`config.mk`:
```
export PLATFORM = sky130hd
export DESIGN_NAME = uart_cmd_ctrl_flat
export DESIGN_NICKNAME = d
export VERILOG_FILES = /design/src/rtl/uart_cmd_ctrl_if.sv /design/src/rtl/uart_cmd_ctrl.sv /design/src/flat_wrapper.sv
export SDC_FILE = /design/constraint.sdc
export NUM_CORES = 1
export LEC_CHECK = 0
export CAP_MARGIN = 20
export CORE_AREA = 2 2 79 81
export CTS_CLUSTER_DIAMETER = 80
export CTS_CLUSTER_SIZE = 20
export DETAILED_ROUTE_END_ITERATION = 10
export DIE_AREA = 0 0 81 83
export PLACE_DENSITY = 0.73
export SYNTH_ARGS = -nofsm -noshare
export SYNTH_HDL_FRONTEND = slang
export SYNTH_SLANG_ARGS = --single-unit
```
`constraint.sdc`:
```
create_clock -name I_clk -period 2.2 [get_ports I_clk]
set_input_delay 0.33 -clock I_clk [delete_from_list [all_inputs] [get_ports I_clk]]
set_output_delay 0.33 -clock I_clk [all_outputs]
set_load 0.05 [all_outputs]
```
`src/rtl/uart_cmd_ctrl_if.sv`:
```
// uart_cmd_ctrl_if: register write request bus between the command parser and the configuration space
// Signals: reg_req (held until acked), reg_addr[7:0], reg_wdata[15:0], reg_ack.
// master drives the request side; slave accepts it and returns reg_ack.
interface uart_cmd_ctrl_if;
  logic        reg_req;
  logic [7:0]  reg_addr;
  logic [15:0] reg_wdata;
  logic        reg_ack;
  modport master (output reg_req, reg_addr, reg_wdata, input reg_ack);
  modport slave (input reg_req, reg_addr, reg_wdata, output reg_ack);
endinterface

```
`src/rtl/uart_cmd_ctrl.sv`:
```
// uart_cmd_ctrl: parses HDR0 HDR1 ADDR DH DL CHK byte frames from a UART receiver into register writes
// Ports: I_clk, I_rstn (synchronous, active-low); I_uart_rdata/I_uart_rvalid received byte stream,
//        one byte per rising edge of rvalid; bus (master) register write request/ack handshake;
//        I_err_clr clears O_err_cnt; O_busy is high outside IDLE; O_err_cnt saturating error count.
// Optional: define UART_CMD_TIMEOUT_EN to abandon a partial frame after TIMEOUT_CYC idle cycles.
module uart_cmd_ctrl #(
  parameter logic [7:0] HDR0 = 8'h55,
  parameter logic [7:0] HDR1 = 8'hAA
`ifdef UART_CMD_TIMEOUT_EN
  , parameter int unsigned TIMEOUT_CYC = 1_000_000
`endif
) (
  input  logic            I_clk,
  input  logic            I_rstn,
  input  logic [7:0]      I_uart_rdata,
  input  logic            I_uart_rvalid,
  input  logic            I_err_clr,
  uart_cmd_ctrl_if.master bus,
  output logic            O_busy,
  output logic [7:0]      O_err_cnt
);
  localparam logic [2:0] IDLE = 3'd0, H1 = 3'd1, ADDR = 3'd2, DH = 3'd3, DL = 3'd4, CHK = 3'd5, WAIT = 3'd6;
  logic [2:0] state, state_n;
  logic       rv_q, ev, err_ev, chk_ok;
  logic [7:0] addr_h, dh_h, dl_h;
  assign ev = I_uart_rvalid & ~rv_q;
  assign chk_ok = I_uart_rdata == (addr_h ^ dh_h ^ dl_h);
  assign O_busy = state != IDLE;
`ifdef UART_CMD_TIMEOUT_EN
  logic [19:0] tmo_cnt;
  logic        tmo_run, tmo_hit;
  assign tmo_run = state inside {H1, ADDR, DH, DL, CHK};
  // an arriving byte beats expiry in the same cycle
  assign tmo_hit = tmo_run && !ev && tmo_cnt == 20'(TIMEOUT_CYC - 1);
`endif
  always_comb begin
    state_n = state > WAIT ? IDLE : state;
    err_ev = 1'b0;
    if (ev)
      case (state)
        IDLE: state_n = I_uart_rdata == HDR0 ? H1 : IDLE;
        H1: state_n = I_uart_rdata == HDR1 ? ADDR : I_uart_rdata == HDR0 ? H1 : IDLE;
        ADDR: state_n = DH;
        DH: state_n = DL;
        DL: state_n = CHK;
        CHK: begin
          state_n = chk_ok ? WAIT : IDLE;
          err_ev = !chk_ok;
        end
        WAIT: err_ev = 1'b1;
        default: state_n = IDLE;
      endcase
    if (state == WAIT && bus.reg_ack) state_n = IDLE;
`ifdef UART_CMD_TIMEOUT_EN
    if (tmo_hit) begin
      state_n = IDLE;
      err_ev = 1'b1;
    end
`endif
  end
  always_ff @(posedge I_clk) begin
    if (!I_rstn) begin
      state <= IDLE;
      rv_q <= 1'b0;
      addr_h <= '0;
      dh_h <= '0;
      dl_h <= '0;
      bus.reg_req <= 1'b0;
      bus.reg_addr <= '0;
      bus.reg_wdata <= '0;
      O_err_cnt <= '0;
    end else begin
      state <= state_n;
      rv_q <= I_uart_rvalid;
      if (ev && state == ADDR) addr_h <= I_uart_rdata;
      if (ev && state == DH) dh_h <= I_uart_rdata;
      if (ev && state == DL) dl_h <= I_uart_rdata;
      if (ev && state == CHK && chk_ok) begin
        bus.reg_addr <= addr_h;
        bus.reg_wdata <= {dh_h, dl_h};
        bus.reg_req <= 1'b1;
      end else if (state == WAIT && bus.reg_ack) bus.reg_req <= 1'b0;
      O_err_cnt <= I_err_clr ? 8'd0 : O_err_cnt + 8'(err_ev && O_err_cnt != 8'hFF);
    end
  end
`ifdef UART_CMD_TIMEOUT_EN
  always_ff @(posedge I_clk) begin
    if (!I_rstn) tmo_cnt <= '0;
    else if (ev || state_n == IDLE || state_n == WAIT) tmo_cnt <= '0;
    else if (tmo_run) tmo_cnt <= tmo_cnt + 20'd1;
  end
`endif
endmodule

```
`src/flat_wrapper.sv`:
```
// flat-port wrapper written by rule: the top's interface ports become plain ports
module uart_cmd_ctrl_flat 
#(
  parameter logic [7:0] HDR0 = 8'h55,
  parameter logic [7:0] HDR1 = 8'hAA

)
  (I_clk, I_rstn, I_uart_rdata, I_uart_rvalid, I_err_clr, O_busy, O_err_cnt, bus_reg_req, bus_reg_addr, bus_reg_wdata, bus_reg_ack);
  uart_cmd_ctrl_if bus_i ();
  input  logic I_clk;
  input  logic I_rstn;
  input  logic [7:0] I_uart_rdata;
  input  logic I_uart_rvalid;
  input  logic I_err_clr;
  output logic O_busy;
  output logic [7:0] O_err_cnt;
  output wire logic [$bits(bus_i.reg_req)-1:0] bus_reg_req;
  output wire logic [$bits(bus_i.reg_addr)-1:0] bus_reg_addr;
  output wire logic [$bits(bus_i.reg_wdata)-1:0] bus_reg_wdata;
  input wire logic [$bits(bus_i.reg_ack)-1:0] bus_reg_ack;
  assign bus_reg_req = bus_i.reg_req;
  assign bus_reg_addr = bus_i.reg_addr;
  assign bus_reg_wdata = bus_i.reg_wdata;
  assign bus_i.reg_ack = bus_reg_ack;
  uart_cmd_ctrl #(.HDR0(HDR0), .HDR1(HDR1)) u_core (.I_clk(I_clk), .I_rstn(I_rstn), .I_uart_rdata(I_uart_rdata), .I_uart_rvalid(I_uart_rvalid), .I_err_clr(I_err_clr), .bus(bus_i), .O_busy(O_busy), .O_err_cnt(O_err_cnt));
endmodule
```
After elaboration in Yosys (flattened, before gate mapping):

Cells that the tools add are included.

* output and inout bits: 34
* word-level logic and storage cells: 49
* register bits after elaboration: 61
* input bits: 13

* bitwise logic cells: 5
* eq/ne operators: 10
* mux-type cells: 10
* $add $sub $neg: 1
* order comparisons: 1
* reduce and logical (&&, ||, !) cells: 13

Operator list (number)
* $pmux W3 S7: 1
* $xor A8 B8 Y8: 2
* $mux W3: 4
* $eq A3 B3 Y1 const B: 3
* $add A8 B1 Y8: 1
* $eq A8 B7 Y1 const B: 1
* $eq A8 B8 Y1: 1
* $eq A8 B8 Y1 const B: 1
* $ne A8 B8 Y1 const B: 1
* $logic_and A1 B1 Y1: 7
* $eq A3 B2 Y1 const B: 2
* $mux W1: 4
* $reduce_or A2 Y1: 2
* $eq A3 B1 Y1 const B: 1
* $gt A3 B3 Y1 const B: 1
* $logic_not A3 Y1: 1
* $reduce_bool A3 Y1: 1
* $not A1 Y1: 2
* $pmux W1 S2: 1
* $reduce_bool A2 Y1: 1
* $and A1 B1 Y1: 1
* $logic_not A1 Y1: 1

Longest topological paths before layout:

Gate-level depths: netlist of run 1.

* word-level depth: 8
* depth in mapped cells: 10
* mapped depth without buffers: 10

Worst setup path before layout of run 1:

No wires, ideal clock.

* kind: register -> register
* start: register u_core.O_err_cnt[3]
* end: register u_core.O_err_cnt[6]
* data arrival time: 1.926 ns
* data required time: 2.076 ns
* path buffers: 0
* period minus slack after synthesis: 2.050 ns
* stages on the path, launching flop included: 10
* library setup time: 0.124 ns
* setup slack: 0.150 ns
* path through: dfxtp_1 -> and3_1 -> nand2_1 -> o211ai_1 -> a21oi_1 -> ha_1 -> ha_1 -> nand3_1 -> xor2_1 -> nor2_1

* cells in the longest elaborated chain, start to end: 3

RTL lines
* start, declared: line uart_cmd_ctrl.sv:20 `output logic [7:0] O_err_cnt`
* start signal, assigned: line uart_cmd_ctrl.sv:83 `O_err_cnt <= I_err_clr ? 8'd0 : O_err_cnt + 8'(err_ev && O_err_cnt != 8'hFF);`
* $ne A8 B8 Y1: line uart_cmd_ctrl.sv:83
* $logic_and A1 B1 Y1: line uart_cmd_ctrl.sv:83
* $add A8 B1 Y8 (*): line uart_cmd_ctrl.sv:83

Mark *: on every way between the ends. The rest lies on a longest branch, timed or not.
A chain may end at the register's enable or synchronous reset.

Worst setup path in the final report of run 1:

* start: input port I_uart_rdata[5]
* end: register u_core.O_err_cnt[6]

* cells in the longest elaborated chain, start to end: 6

RTL lines
* start, declared: line flat_wrapper.sv:12 `input logic [7:0] I_uart_rdata;`
* $eq A8 B8 Y1: line uart_cmd_ctrl.sv:27 `assign chk_ok = I_uart_rdata == (addr_h ^ dh_h ^ dl_h);`
* $logic_not A1 Y1: line uart_cmd_ctrl.sv:48 `err_ev = !chk_ok;`
* $pmux W1 S2: line uart_cmd_ctrl.sv:40 `case (state)`
* $mux W1: line uart_cmd_ctrl.sv:39 `if (ev)`
* $logic_and A1 B1 Y1: line uart_cmd_ctrl.sv:83
* $add A8 B1 Y8: line uart_cmd_ctrl.sv:83

No other way between the ends.

==> impl_metrics.toml, run 1 <==
[run_status]
status = "completed"

[power_and_ir_drop]
seqPwrFrac = 0.464
power_mw = 2.413
power.density_nw_per_um2 = 642.9
switchingPower_uw = 522.4
power.internal_mw = 1.891
p_leak_nw = 1.377
clockPowerShare = 0.463
p_sw_frac = 0.2165
combPwrFrac = 0.072
peakVddDrop_mv = 0.4790

[synth]
synthArstFlopShare = 0
yosysUniqueCellTypes = 36
synth_seq_cells = 61
synthesis.nets = 317
synth-edff-count = 0
ys.flop_type = "dfxtp_1"
ys_warn_count = 0
synth.cell_area_um2 = 2818
syn_avg_cell_area_um2 = 9.330
synth-seq-area-share = 0.4334
syn_inst = 302

[drt]
drc = 0
avgViaCountPerCell = 5.049
wire_per_inst_um = 13.96
ant_nets = 0
firstDrtPassIters = 4
vias = 2252
wl_mm = 6.228
drtIter0Drc = 67

[timing]
final-hold-violation-count = 0
finalSetupViolCount = 0
fin_worst_skew_ps = 5.661
slew_headroom = 0.6638
rsz0062_at_grt = "true"
worst_pin_slew_ps = 502.7
max_clock_freq_mhz = 483.0
fin_crit_ps = 2070
fin_crit_sh = 0.9411
slew_violations = 0

[clocking]
cts_inserted_buffers = 9
htreeDepth = 3
clock_path_buffers = 2
ctsRootBufferMaster = "clkbuf_8"
path_clk_slew_ps = 70
cts_tree = "built"
cts_sinks = 61
clk_latency_ps = 330

[floorplan]
dieArea_um2 = 6723
core_area_um2 = 5816
initial_utilization = 0.4845
rows = 28
fp.dieW_um = 81
die_h_um = 83
io-pin-count = 47

[final_layout]
drive_above_1_share = 0.1482
fill_cells = 516
multi_input_comb_area_um2 = 1534
fin_area_um2 = 3754
diodes = 0
final_nets = 381
regArea_um2 = 1221
mostFrequentLayoutCell = "nand2_1"
layout_common_cells = "62 x nand2_1, 61 x dfxtp_1, 42 x clkdlybuf4s50_1"
area_growth_pct = 33.21

[setup_path]
rr_startpoint = "u_core.dl_h[4]"
end_kind = "register"
path_class = "in2reg"
crit_arrival_ps = 2280
startpoint = "I_uart_rdata[5]"
critPathLaunchType = "input port"
worstPathMaxFanout = 3
cp.required_ps = 2410

[worst_hold_path]
hp-class = "reg2reg"
min_from = "u_core.bus.reg_addr[1]"

[global_routing]
grt_pass1_wl_mm = 10.54
track_usage = 0.2004
gr-total-overflow = 0
grt_pass1_vias = 2228
antenna_found_initial = 0
grt_max_degree = 77

[place]
dp_hpwl_mm = 4.338
finalWeightedCongestion = 0.8822
place_area_um2 = 3485
numPortBuffers = 46

[run]
maxCapViolations = 0
## area by class of cell
class                   instances  area share
flip-flops and latches         61      0.3253
clock buffers                  12     0.04133
inverters                       3    0.003000
repair buffers                 70      0.1780
well taps                      75     0.02500
clock inverters                 4     0.01867
multi-input cells             221      0.4087
## sequential cells by signal, summed over array words and instances, names as in the netlist
name                  cells
u_core.bus.reg_addr       8
u_core.dh_h               8
u_core.bus.reg_req        1
u_core.state              3
u_core.bus.reg_wdata     16
u_core.O_err_cnt          8
u_core.dl_h               8
u_core.rv_q               1
u_core.addr_h             8
## cell usage after synthesis (2+ instances only)
master	count	area, µm²
o211ai_1	2	15.01
nand2b_1	3	18.77
nand4_1	3	18.77
nand4_2	2	25.02
and4_1	2	17.52
nand2_1	62	232.7
xnor2_2	4	65.06
clkbuf_1	14	52.55
nor2b_1	19	118.9
xnor2_1	17	148.9
dfxtp_1	61	1221
and3_1	2	12.51
or3_1	3	18.77
a21oi_1	5	25.02
buf_8	2	30.03
nand3_1	14	70.07
a21boi_0	8	60.06
mux2i_1	40	400.4
ha_1	2	25.02
o21ai_0	3	15.01
inv_1	3	11.26
xor2_1	7	61.31
nor2_1	11	41.29
## metrics by stage
stage	utilization	TNS [ps]	hold slack, ps	instances	worst slack (ps)
detailed placement	0.5992	-3808	449.1	430	-327.1
global placement	0.5992	-2917	441.2	430	-330.6
CTS	0.6379	0	459.1	446	2.016
finish	0.6454	0	454.6	446	129.5
global route	0.6454	-26.11	467.0	446	-13.76
floorplan	-	0	451.7	302	150.2
## layer usage
metal  part of all wire  GRT usage
met4              0.022    0.08937
met2               0.48     0.3125
met1               0.46     0.2589
met5                  0          0
met3              0.034    0.05000
## worst paths after layout
| check | cells past startpoint | slack, ps | endpoint |
|---|---|---|---|
| setup reg to reg | 10 | 200 | u_core.O_err_cnt[6] |
| setup / recovery | 11 | 130 | u_core.O_err_cnt[6] |
| hold reg to reg | 2 | 450 | u_core.bus.reg_addr[1] |
| hold / removal | 2 | 450 | u_core.bus.reg_addr[1] |
## critical path: stages
cell	delay (ps)
clkdlybuf4s50_1	470
xnor2_2	180
xnor2_2	210
nand4_2	150
o21ai_2	170
a21oi_1	80
ha_2	190
ha_2	200
nand3_1	90
xor2_1	150
nor2_1	50
## what timing repair did
item | in CTS | in global routing
endpoints found under the setup margin | 0 | 8
hold buffers | 0 | 0
gates resized for setup | 0 | 11
buffers inserted | 0 | 0
hold endpoints to repair | 0 | 0
## power groups by stage
stage,clock network (mW),registers [mW],logic (mW)
6_report,1.12,1.12,0.174
5_1_grt,1.19,1.12,0.189
4_1_cts,1.15,1.12,0.172
3_5_place_dp,0,1.15,0.171
3_3_place_gp,0,1.15,0.169
2_1_floorplan,0,1.14,0.0958
## kinds of logic (layout without fill, tap and decap cells)
group	count (synthesis)	after routing	synth area share
compound gates	22	22	0.05151
xor+xnor	28	28	0.09769
fa+ha+maj	2	2	0.008880
buf+inv	20	89	0.03508
flops	61	61	0.4334
mux	40	40	0.1421
simple gates	129	129	0.2314
Power figures use the tool's default switching activity.
==> inputs of run 2 (changes only) <==
Settings changed: CORE_AREA 2 2 79 81 to 2 2 80 82, DIE_AREA 0 0 81 83 to 0 0 82 84, PLACE_DENSITY 0.73 to 0.75.
Clock period 2.2 ns to 1.8 ns, I/O delays scaled along.
==> run 2 against run 1 <==
Largest cell class unchanged. Highest routed layer unchanged. Register-to-register slack worse by 380 ps. Routed wire length is 17% higher. Flip-flop and latch count is the same. Cell count is 8.7% higher. The flow now finishes with violations (setup timing).
==> impl_metrics.toml, run 2 (synthesis results as in run 1) <==
[run_status]
status = "complete, but fails checks"
violations = "setup timing"

[timing]
worst_pin_slew_ps = 511.0
finalSetupTns_ps = -2448
finalSetupViolCount = 32
fin_worst_skew_ps = 10.35
final-hold-violation-count = 0
fin_crit_ps = 1981
rsz0062_at_grt = "true"
slew_headroom = 0.6588
slew_violations = 0
setup_ws_ps = -181.1
fin_crit_sh = 1.101
max_clock_freq_mhz = 504.8

[global_routing]
track_usage = 0.2356
use_met1 = 0.2872
antenna_found_initial = 0
use_met2 = 0.3762
grt_pass1_vias = 2528
grt_pass1_wl_mm = 12.16
grt-busiest-layer = "met2"
met3_usage = 0.06061
grt_max_degree = 49
gr-total-overflow = 0

[power_and_ir_drop]
power.density_nw_per_um2 = 680.7
peakVddDrop_mv = 0.6225
p_leak_nw = 1.852
power_mw = 2.898

[place]
finalWeightedCongestion = 0.8880
numPortBuffers = 46
dp_hpwl_mm = 4.788
place_area_um2 = 3782

[final_layout]
final_util = 0.6985
max_flop_register = "u_core.bus.reg_wdata"
fill_cells = 424
layout_common_cells = "62 x nand2_1, 61 x buf_4, 47 x dfxtp_1"
fin_area_um2 = 4258
largest_reg_flops = 16
mostFrequentLayoutCell = "nand2_1"
final_nets = 418
area_growth_pct = 51.11
diodes = 0
drive_above_1_share = 0.3431

[clocking]
ctsRootBufferMaster = "clkbuf_8"
path_clk_slew_ps = 70
cts_tree = "built"
cts_sinks = 61
htreeDepth = 3
clk_latency_ps = 350
cts_hold_buf = 0
cts_inserted_buffers = 9
clock_path_buffers = 2

[floorplan]
die_h_um = 84
rows = 29
io-pin-count = 47
initial_utilization = 0.4622
fp.dieW_um = 82
dieArea_um2 = 6888
core_area_um2 = 6096

[setup_path]
cp_cell_sequence = "xnor2_2, xnor2_2, nand4_4, o21ai_2, a21oi_2, ha_2, ha_4, nand3_2, xor2_1, nor2_1"
critPathMostFrequentCell = "xnor2_2"
critPathLaunchType = "register"
crit_slowest_cell = "dfxtp_2"
worstPathMaxFanout = 3
rrSetupSlack_ps = -180
crit_arrival_ps = 2210
cp.required_ps = 2030
reg2reg_to = "u_core.O_err_cnt[4]"
end_kind = "register"
rr_startpoint = "u_core.dl_h[6]"
path_class = "reg2reg"
cpPeakStageDelay_ps = 340
reg2reg_depth = 10

[worst_hold_path]
whs_path_depth = 2
hold_path_end = "u_core.bus.reg_req"
hp-class = "in2reg"
min_from = "I_rstn"

[drt]
avgViaCountPerCell = 5.109
wl_mm = 7.276
drtIter0Drc = 113
drc = 0
firstDrtPassIters = 4
ant_nets = 0
vias = 2478
wire_per_inst_um = 15.00

[run]
maxCapViolations = 0
## run 2: cell types whose count changed in the layout (fill, tap and decap cells not counted), moves of 5 or more
cell | previous run | this run
buf_4 | 22 | 61
clkdlybuf4s50_1 | 42 | 13
dfxtp_1 | 61 | 47
dfxtp_2 | 0 | 12
xnor2_1 | 14 | 2
xnor2_2 | 7 | 19
dlygate4sd2_1 | 0 | 11
dlymetal6s2s_1 | 3 | 12
buf_6 | 0 | 5
## run 2: final cells by class
type / instances / area, µm² / area share
flip-flops and latches: 61 / 1244 / 0.2921
multi-input cells: 221 / 1719 / 0.4038
clock buffers: 11 / 151.4 / 0.03556
inverters: 3 / 11.26 / 0.002645
repair buffers: 107 / 978.4 / 0.2298
well taps: 77 / 96.34 / 0.02263
clock inverters: 5 / 57.56 / 0.01352
## run 2: worst max-delay path by stage
| stage | slack (ps) | endpoint | depth (start not counted) | from |
|---|---|---|---|---|
| final | -180 | u_core.O_err_cnt[4] | 10 | u_core.dl_h[6] |
| after global placement | -550 | u_core.O_err_cnt[6] | 11 | I_uart_rdata[1] |
| after global routing | -260 | u_core.O_err_cnt[7] | 9 | u_core.dh_h[6] |
| after detailed placement | -630 | u_core.O_err_cnt[6] | 11 | I_uart_rdata[6] |
| after floorplan | -1 | u_core.O_err_cnt[5] | 9 | u_core.dh_h[5] |
| after CTS | -120 | u_core.O_err_cnt[5] | 10 | u_core.dl_h[3] |
## run 2: metal layers
metal,vias up,part of all wire
li1,1218,-
met1,1178,0.42
met2,63,0.51
met3,19,0.040
met4,0,0.027
met5,-,0
## run 2: critical path, delay by kind of cell (launching register included)
kind / cells / cell delay, ps
xor+xnor: 3 / 600
simple gates: 3 / 290
fa+ha+maj: 2 / 400
compound gates: 2 / 230
flops: 1 / 340
## run 2: where the power goes
part           total [mW]  switching (mW)  leakage (nW)  internal [mW]
combinational       0.256           0.133          1.25          0.122
sequential           1.36         0.00707         0.500           1.36
clock                1.28           0.566         0.106          0.715
total                2.90           0.706          1.85           2.19
## run 2: what timing repair did
action | in CTS | in global routing
buffers inserted | 4 | 3
setup endpoints to repair | 36 | 43
resized for setup | 37 | 32
gates cloned | 1 | 1
pin swaps | 21 | 4
## run 2: per-stage QoR
stage               hold WS (ps)  setup WS [ps]  instances
floorplan                  391.7         -1.286        302
global placement           441.8         -546.7        463
detailed placement         446.3         -630.7        463
CTS                        214.0         -116.8        484
global route               226.4         -257.6        485
finish                     222.0         -181.1        485
==> inputs of run 3 (changes only) <==
Settings changed: CELL_PAD_IN_SITES_DETAIL_PLACEMENT set to 0, CELL_PAD_IN_SITES_GLOBAL_PLACEMENT set to 1, CORE_AREA 2 2 80 82 to 2 2 92 94, DIE_AREA 0 0 82 84 to 0 0 94 96, MAX_ROUTING_LAYER set to met4, PLACE_DENSITY 0.75 to not set, PLACE_DENSITY_LB_ADDON set to 0.1.
==> run 3 against run 2 <==
The run still ends with setup timing left. Cell count up 6.0%. Via count down 3.6%. Die area is 31% higher. Routed wire length shrank 4.3%. Critical endpoint is now u_core.O_err_cnt[5]. Largest power group unchanged.
==> impl_metrics.toml, run 3 (synthesis results as in run 1) <==
[timing]
slew_headroom = 0.6632
fin_crit_ps = 1837
max_clock_freq_mhz = 544.3
fin_crit_sh = 1.021
rsz0062_at_grt = "true"
setup_ws_ps = -37.11
finalSetupViolCount = 4
worst_pin_slew_ps = 504.3
finalSetupTns_ps = -100.9
fin_worst_skew_ps = 11.54
final-hold-violation-count = 0
slew_violations = 0

[final_layout]
diodes = 0
drive_above_1_share = 0.3643
mostFrequentLayoutCell = "buf_4"
largest_reg_flops = 16
final_util = 0.5249
max_flop_register = "u_core.bus.reg_wdata"
area_growth_pct = 50.00
layout_common_cells = "74 x buf_4, 62 x nand2_1, 44 x dfxtp_1"
final_nets = 419
instances_no_fill = 514

[place]
place_ws_ps = -637.4
finalWeightedCongestion = 0.8324
dp_hpwl_mm = 4.781
numPlacedInstances = 490
numPortBuffers = 46

[worst_hold_path]
hp-class = "in2reg"
whs_path_depth = 3
min_from = "I_rstn"
hold_path_end = "u_core.state[2]"

[floorplan]
core_area_um2 = 8051
dieArea_um2 = 9024
initial_utilization = 0.3500
rows = 33
fp.dieW_um = 94
die_h_um = 96
io-pin-count = 47

[setup_path]
path_class = "reg2reg"
cp.required_ps = 2080
cp_cell_sequence = "xnor2_2, xnor2_2, nand4_2, o21ai_2, a21oi_2, ha_4, nand3_4, or3_4, a21oi_2"
crit_slowest_cell = "or3_4"
cpPeakStageDelay_ps = 350
reg2reg_to = "u_core.O_err_cnt[5]"
crit_arrival_ps = 2120
rr_startpoint = "u_core.dh_h[3]"
rrSetupSlack_ps = -40
end_kind = "register"
worstPathMaxFanout = 5
reg2reg_depth = 9
critPathLaunchType = "register"

[drt]
vias = 2389
ant_nets = 0
drc = 0
avgViaCountPerCell = 4.648
wl_mm = 6.964
drtIter0Drc = 90
firstDrtPassIters = 4
wire_per_inst_um = 13.55

[power_and_ir_drop]
clockPowerShare = 0.421
switchingPower_uw = 674.0
power.internal_mw = 2.110
combPwrFrac = 0.089
peakVddDrop_mv = 0.2925
power.density_nw_per_um2 = 658.7
p_sw_frac = 0.2421
p_leak_nw = 1.762
seqPwrFrac = 0.490

[global_routing]
gr-total-overflow = 0
track_usage = 0.1725
grt_max_degree = 45
antenna_found_initial = 0
grt_pass1_vias = 2286
grt_pass1_wl_mm = 11.56

[clocking]
clk_latency_ps = 350
htreeDepth = 3
cts_inserted_buffers = 9
cts_sinks = 61
cts_tree = "built"
clock_path_buffers = 2
path_clk_slew_ps = 80
ctsRootBufferMaster = "clkbuf_8"

[run]
maxCapViolations = 0

[run_status]
violations = "setup timing"
status = "complete, but fails checks"
run 3: cell count changes in the layout (fill, tap and decap cells not counted), moves of 2 or more:
cell and change:
buf_4 +13, dlymetal6s2s_1 -5, buf_6 -3, clkdlybuf4s50_1 -3, dfxtp_1 -3, dfxtp_2 +3, clkbuf_1 +2, clkbuf_16 +2
clkbuf_8 -2, clkinv_2 +2, mux2i_1 +2
run 3: metal layers:
layer	GRT usage	up-vias	part of all wire
li1	-	1221	-
met1	0.2349	1115	0.50
met2	0.2470	42	0.46
met3	0.04150	11	0.033
met4	0.06763	0	0.016
met5	-	-	0
run 3: critical path: cells and delay by family, from the launching register on:
family,cells,cell delay (ps)
adder cells (fa/ha/maj),1,180
flip-flops,1,330
AND/OR/NAND/NOR,3,570
XOR/XNOR,2,300
AO/OA/AOI/OAI,3,390
run 3: power by group through the flow:
| stage | registers [mW] | clock network (mW) | logic [mW] |
|---|---|---|---|
| 6_report | 1.36 | 1.17 | 0.249 |
| 5_1_grt | 1.36 | 1.28 | 0.273 |
| 4_1_cts | 1.36 | 1.22 | 0.240 |
| 3_5_place_dp | 1.39 | 0 | 0.239 |
| 3_3_place_gp | 1.39 | 0 | 0.238 |
| 2_1_floorplan | 1.39 | 0 | 0.122 |
run 3: layout make-up:
class / instances / area, µm²
clock buffers: 11 / 131.4
clock inverters: 5 / 52.55
fillers: 795 / 3825
inverters: 3 / 11.26
multi-input cells: 221 / 1704
flip-flops and latches: 61 / 1247
well taps: 105 / 131.4
repair buffers: 108 / 948.4
run 3: worst max path at each step:
stage,from,to,slack (ps),depth (start not counted)
after floorplan,u_core.dh_h[5],u_core.O_err_cnt[5],-1,9
after global placement,I_uart_rdata[6],u_core.O_err_cnt[4],-630,11
after detailed placement,I_uart_rdata[6],u_core.O_err_cnt[6],-640,11
after CTS,u_core.dh_h[4],u_core.O_err_cnt[5],-110,9
after global routing,u_core.dl_h[3],u_core.O_err_cnt[6],-170,10
final,u_core.dh_h[3],u_core.O_err_cnt[5],-40,9
run 3: repair_timing:
item,CTS,global route
endpoints found under the setup margin,34,34
pin swaps,15,22
gates cloned,0,2
hold buffers,0,0
setup buffers,1,5
gates resized for setup,24,31
run 3: per-stage QoR:
stage,power [mW],hold WS (ps),instance area (µm²)
6_report,2.784,274.3,4227
5_1_grt,2.918,280.3,4227
4_1_cts,2.817,264.2,4016
3_5_place_dp,1.632,446.5,3775
3_3_place_gp,1.631,442.7,3775
2_1_floorplan,1.514,391.7,2890
==> edit (flow settings as in run 3) <==
Add a define of `UART_CMD_TIMEOUT_EN`.
--- a/src/rtl/uart_cmd_ctrl.sv
+++ b/src/rtl/uart_cmd_ctrl.sv
@@ -3,6 +3,8 @@
 //        one byte per rising edge of rvalid; bus (master) register write request/ack handshake;
 //        I_err_clr clears O_err_cnt; O_busy is high outside IDLE; O_err_cnt saturating error count.
 // Optional: define UART_CMD_TIMEOUT_EN to abandon a partial frame after TIMEOUT_CYC idle cycles.
+`define UART_CMD_TIMEOUT_EN
+
 module uart_cmd_ctrl #(
   parameter logic [7:0] HDR0 = 8'h55,
   parameter logic [7:0] HDR1 = 8'hAA
Check against the original RTL: no difference found for any inputs over 10 cycles, from zero or initial values and one cycle with I_rstn low; that may be too few to reach the edited logic, so the function may still have changed.
==> edit against run 3 <==
Critical endpoint unchanged. Routed wire length up 26%. Die area unchanged. Synthesized area up 34%. Power up 18%. First-iteration DRC count down 6.7%. Critical path type unchanged. Worst setup slack worse by 370 ps. The run still ends with negative setup slack left. Final area up 28%. Global-route usage up 3.5 points. Fmax down 17%. Sequential cell count up 20. Clock skew up 1.4 ps. Sequential power up 32%.
==> edit: results (changes against run 3) <==
| Metric | Value |
|---|---|
| Area used by sequential logic in the layout | 1640 µm² (+31%) |
| Number of inserted filler cells in the final layout | 678 (-15%) |
| PnR worst setup slack | -409 ps (-372 ps) |
| NonClk Buf Share | 22.6% (+0.15 points) |
| Leading post-synthesis cells by instance count | sky130_fd_sc_hd__dfxtp_1, sky130_fd_sc_hd__nand2_1, sky130_fd_sc_hd__mux2i_1 |
| Cells after synthesis | 413 (+37%) |
| Final HPWL DP | 5740 µm (+20%) |
| Setup slack on the worst flop-to-flop path | -410 ps (-370 ps) |
| Number of distinct library cells after synthesis | 38 (+5.6%) |
| VDD IR-drop max | 351 µV (+20%) |
| Slew HR | 65.4% (-0.90 points) |
| Non-filler cells in the finished layout | 643 (+25%) |
| Run status | complete, but fails checks |
| Critical path peak fanout | 4 (-1) |
| Placed insts | 621 (+27%) |
| Finish-stage setup viols | 33 (+29) |
| Fraction of area in multi-input gates | 40.4% (about the same) |
| Synth area leaders | sky130_fd_sc_hd__dfxtp_1, sky130_fd_sc_hd__mux2i_1, sky130_fd_sc_hd__xnor2_1 |
| Pin count of the biggest net entering global routing | 75 (+67%) |
| Startpoint of the worst register-to-register path | u_core.tmo_cnt[6] |
| Post-DR wirelength/cell | 13.6 µm (+0.66%) |
| First-pass GRT wire length | 14200 µm (+22%) |
| Fraction of final layout cells sized beyond drive strength 1 | 29.0% (-7.4 points) |
| Nonclk inv count | 12 (+9) |
| Antenna violations before repair | 0 (unchanged) |
| Overall routing resource usage | 20.8% (+3.5 points) |
| Number of DRC markers in iteration 0 | 84 (-6.7%) |
| Vias in the first global route | 2870 (+26%) |
| Max Clock Skew | 12.9 ps (+1.35 ps) |
| Total of clock buffers placed in the layout | 10 (-1) |
| Setup Total Neg Slack | -5290 ps (-5190 ps) |
| Number of multi-input combinational cells | 300 (+36%) |
| Post-Syn Nets | 429 (+35%) |
| Number of buffers outside the clock class in the layout | 130 (+20%) |
| Leakage power total | 2.25 nW (+28%) |
| Layout clock area frac | 3.58% (-0.78 points) |
| Per-cell via count in the routed design | 4.82 (+3.8%) |
| Final net count | 550 (+31%) |
| Failing checks | negative setup slack |
| Cell Int Power | 2.53 mW (+20%) |
| Cells on Worst Hold Path | 4 (+1) |
edit: cell count changes in the layout (fill, tap and decap cells not counted), moves of 11 or more:
cell and change:
sky130_fd_sc_hd__dfxtp_1 +25, sky130_fd_sc_hd__xnor2_1 +25, sky130_fd_sc_hd__nor2_1 +23, sky130_fd_sc_hd__dlymetal6s2s_1 +12
sky130_fd_sc_hd__xnor2_2 -11
edit: how the worst min path moves through the flow:
| stage | startpoint | end | slack [ps] |
|---|---|---|---|
| 5_1_grt | I_uart_rdata[7] | u_core.addr_h[7] | 390 |
| 3_5_place_dp | u_core.bus.reg_wdata[1] | u_core.bus.reg_wdata[1] | 450 |
| 4_1_cts | I_rstn | u_core.state[1] | 380 |
| 2_1_floorplan | I_uart_rvalid | u_core.rv_q | 390 |
| 3_3_place_gp | u_core.bus.reg_wdata[8] | u_core.bus.reg_wdata[8] | 440 |
| 6_report | I_uart_rdata[7] | u_core.dl_h[7] | 390 |
edit: kinds of logic (layout without fill, tap and decap cells):
family / Yosys count / after routing / share of synthesized area, %
AND/OR/NAND/NOR: 181 / 181 / 24.4
flip-flops: 81 / 81 / 43.1
adder cells (fa/ha/maj): 3 / 3 / 0.997
buffers and inverters: 32 / 157 / 4.35
AO/OA/AOI/OAI: 20 / 20 / 3.22
XOR/XNOR: 48 / 48 / 11.2
multiplexers: 48 / 48 / 12.8
edit: critical path: stages (launching register included):
cell and delay, ps:
sky130_fd_sc_hd__dfxtp_1 310, sky130_fd_sc_hd__or4_1 520, sky130_fd_sc_hd__nor2_1 100, sky130_fd_sc_hd__nand4_1 170, sky130_fd_sc_hd__a21oi_1 180, sky130_fd_sc_hd__o21a_1 170
sky130_fd_sc_hd__ha_4 170, sky130_fd_sc_hd__nand3_4 80, sky130_fd_sc_hd__or3_4 340, sky130_fd_sc_hd__a21oi_2 110
edit: stage by stage:
step	power (mW)	utilization, %	setup WS (ps)	hold WS, ps	instance area [µm²]
finish	3.28	67.4	-409	386	5420
detailed placement	1.97	60.6	-838	448	4880
CTS	3.31	65.0	-491	379	5240
floorplan	1.90	-	-327	392	3810
global route	3.40	67.4	-541	392	5420
global placement	1.97	60.6	-794	443	4880
edit: routing by layer:
layer / track usage, % / wire length (µm)
met3: 4.07 / 224
met1: 29.4 / 4470
met2: 30.7 / 3990
met4: 5.07 / 87
met5: - / 0
edit: what timing repair did:
item,CTS,global route
pin swaps,11,22
setup endpoints to repair,35,67
resized for setup,19,48
buffers inserted,5,4
gates cloned,2,0
edit: power by group through the flow:
stage | Sequential (mW) | Combinational (mW) | Clock, mW
floorplan | 1.83 | 0.0657 | 0
global placement | 1.83 | 0.137 | 0
detailed placement | 1.83 | 0.137 | 0
CTS | 1.79 | 0.141 | 1.37
global route | 1.79 | 0.156 | 1.46
finish | 1.79 | 0.145 | 1.34
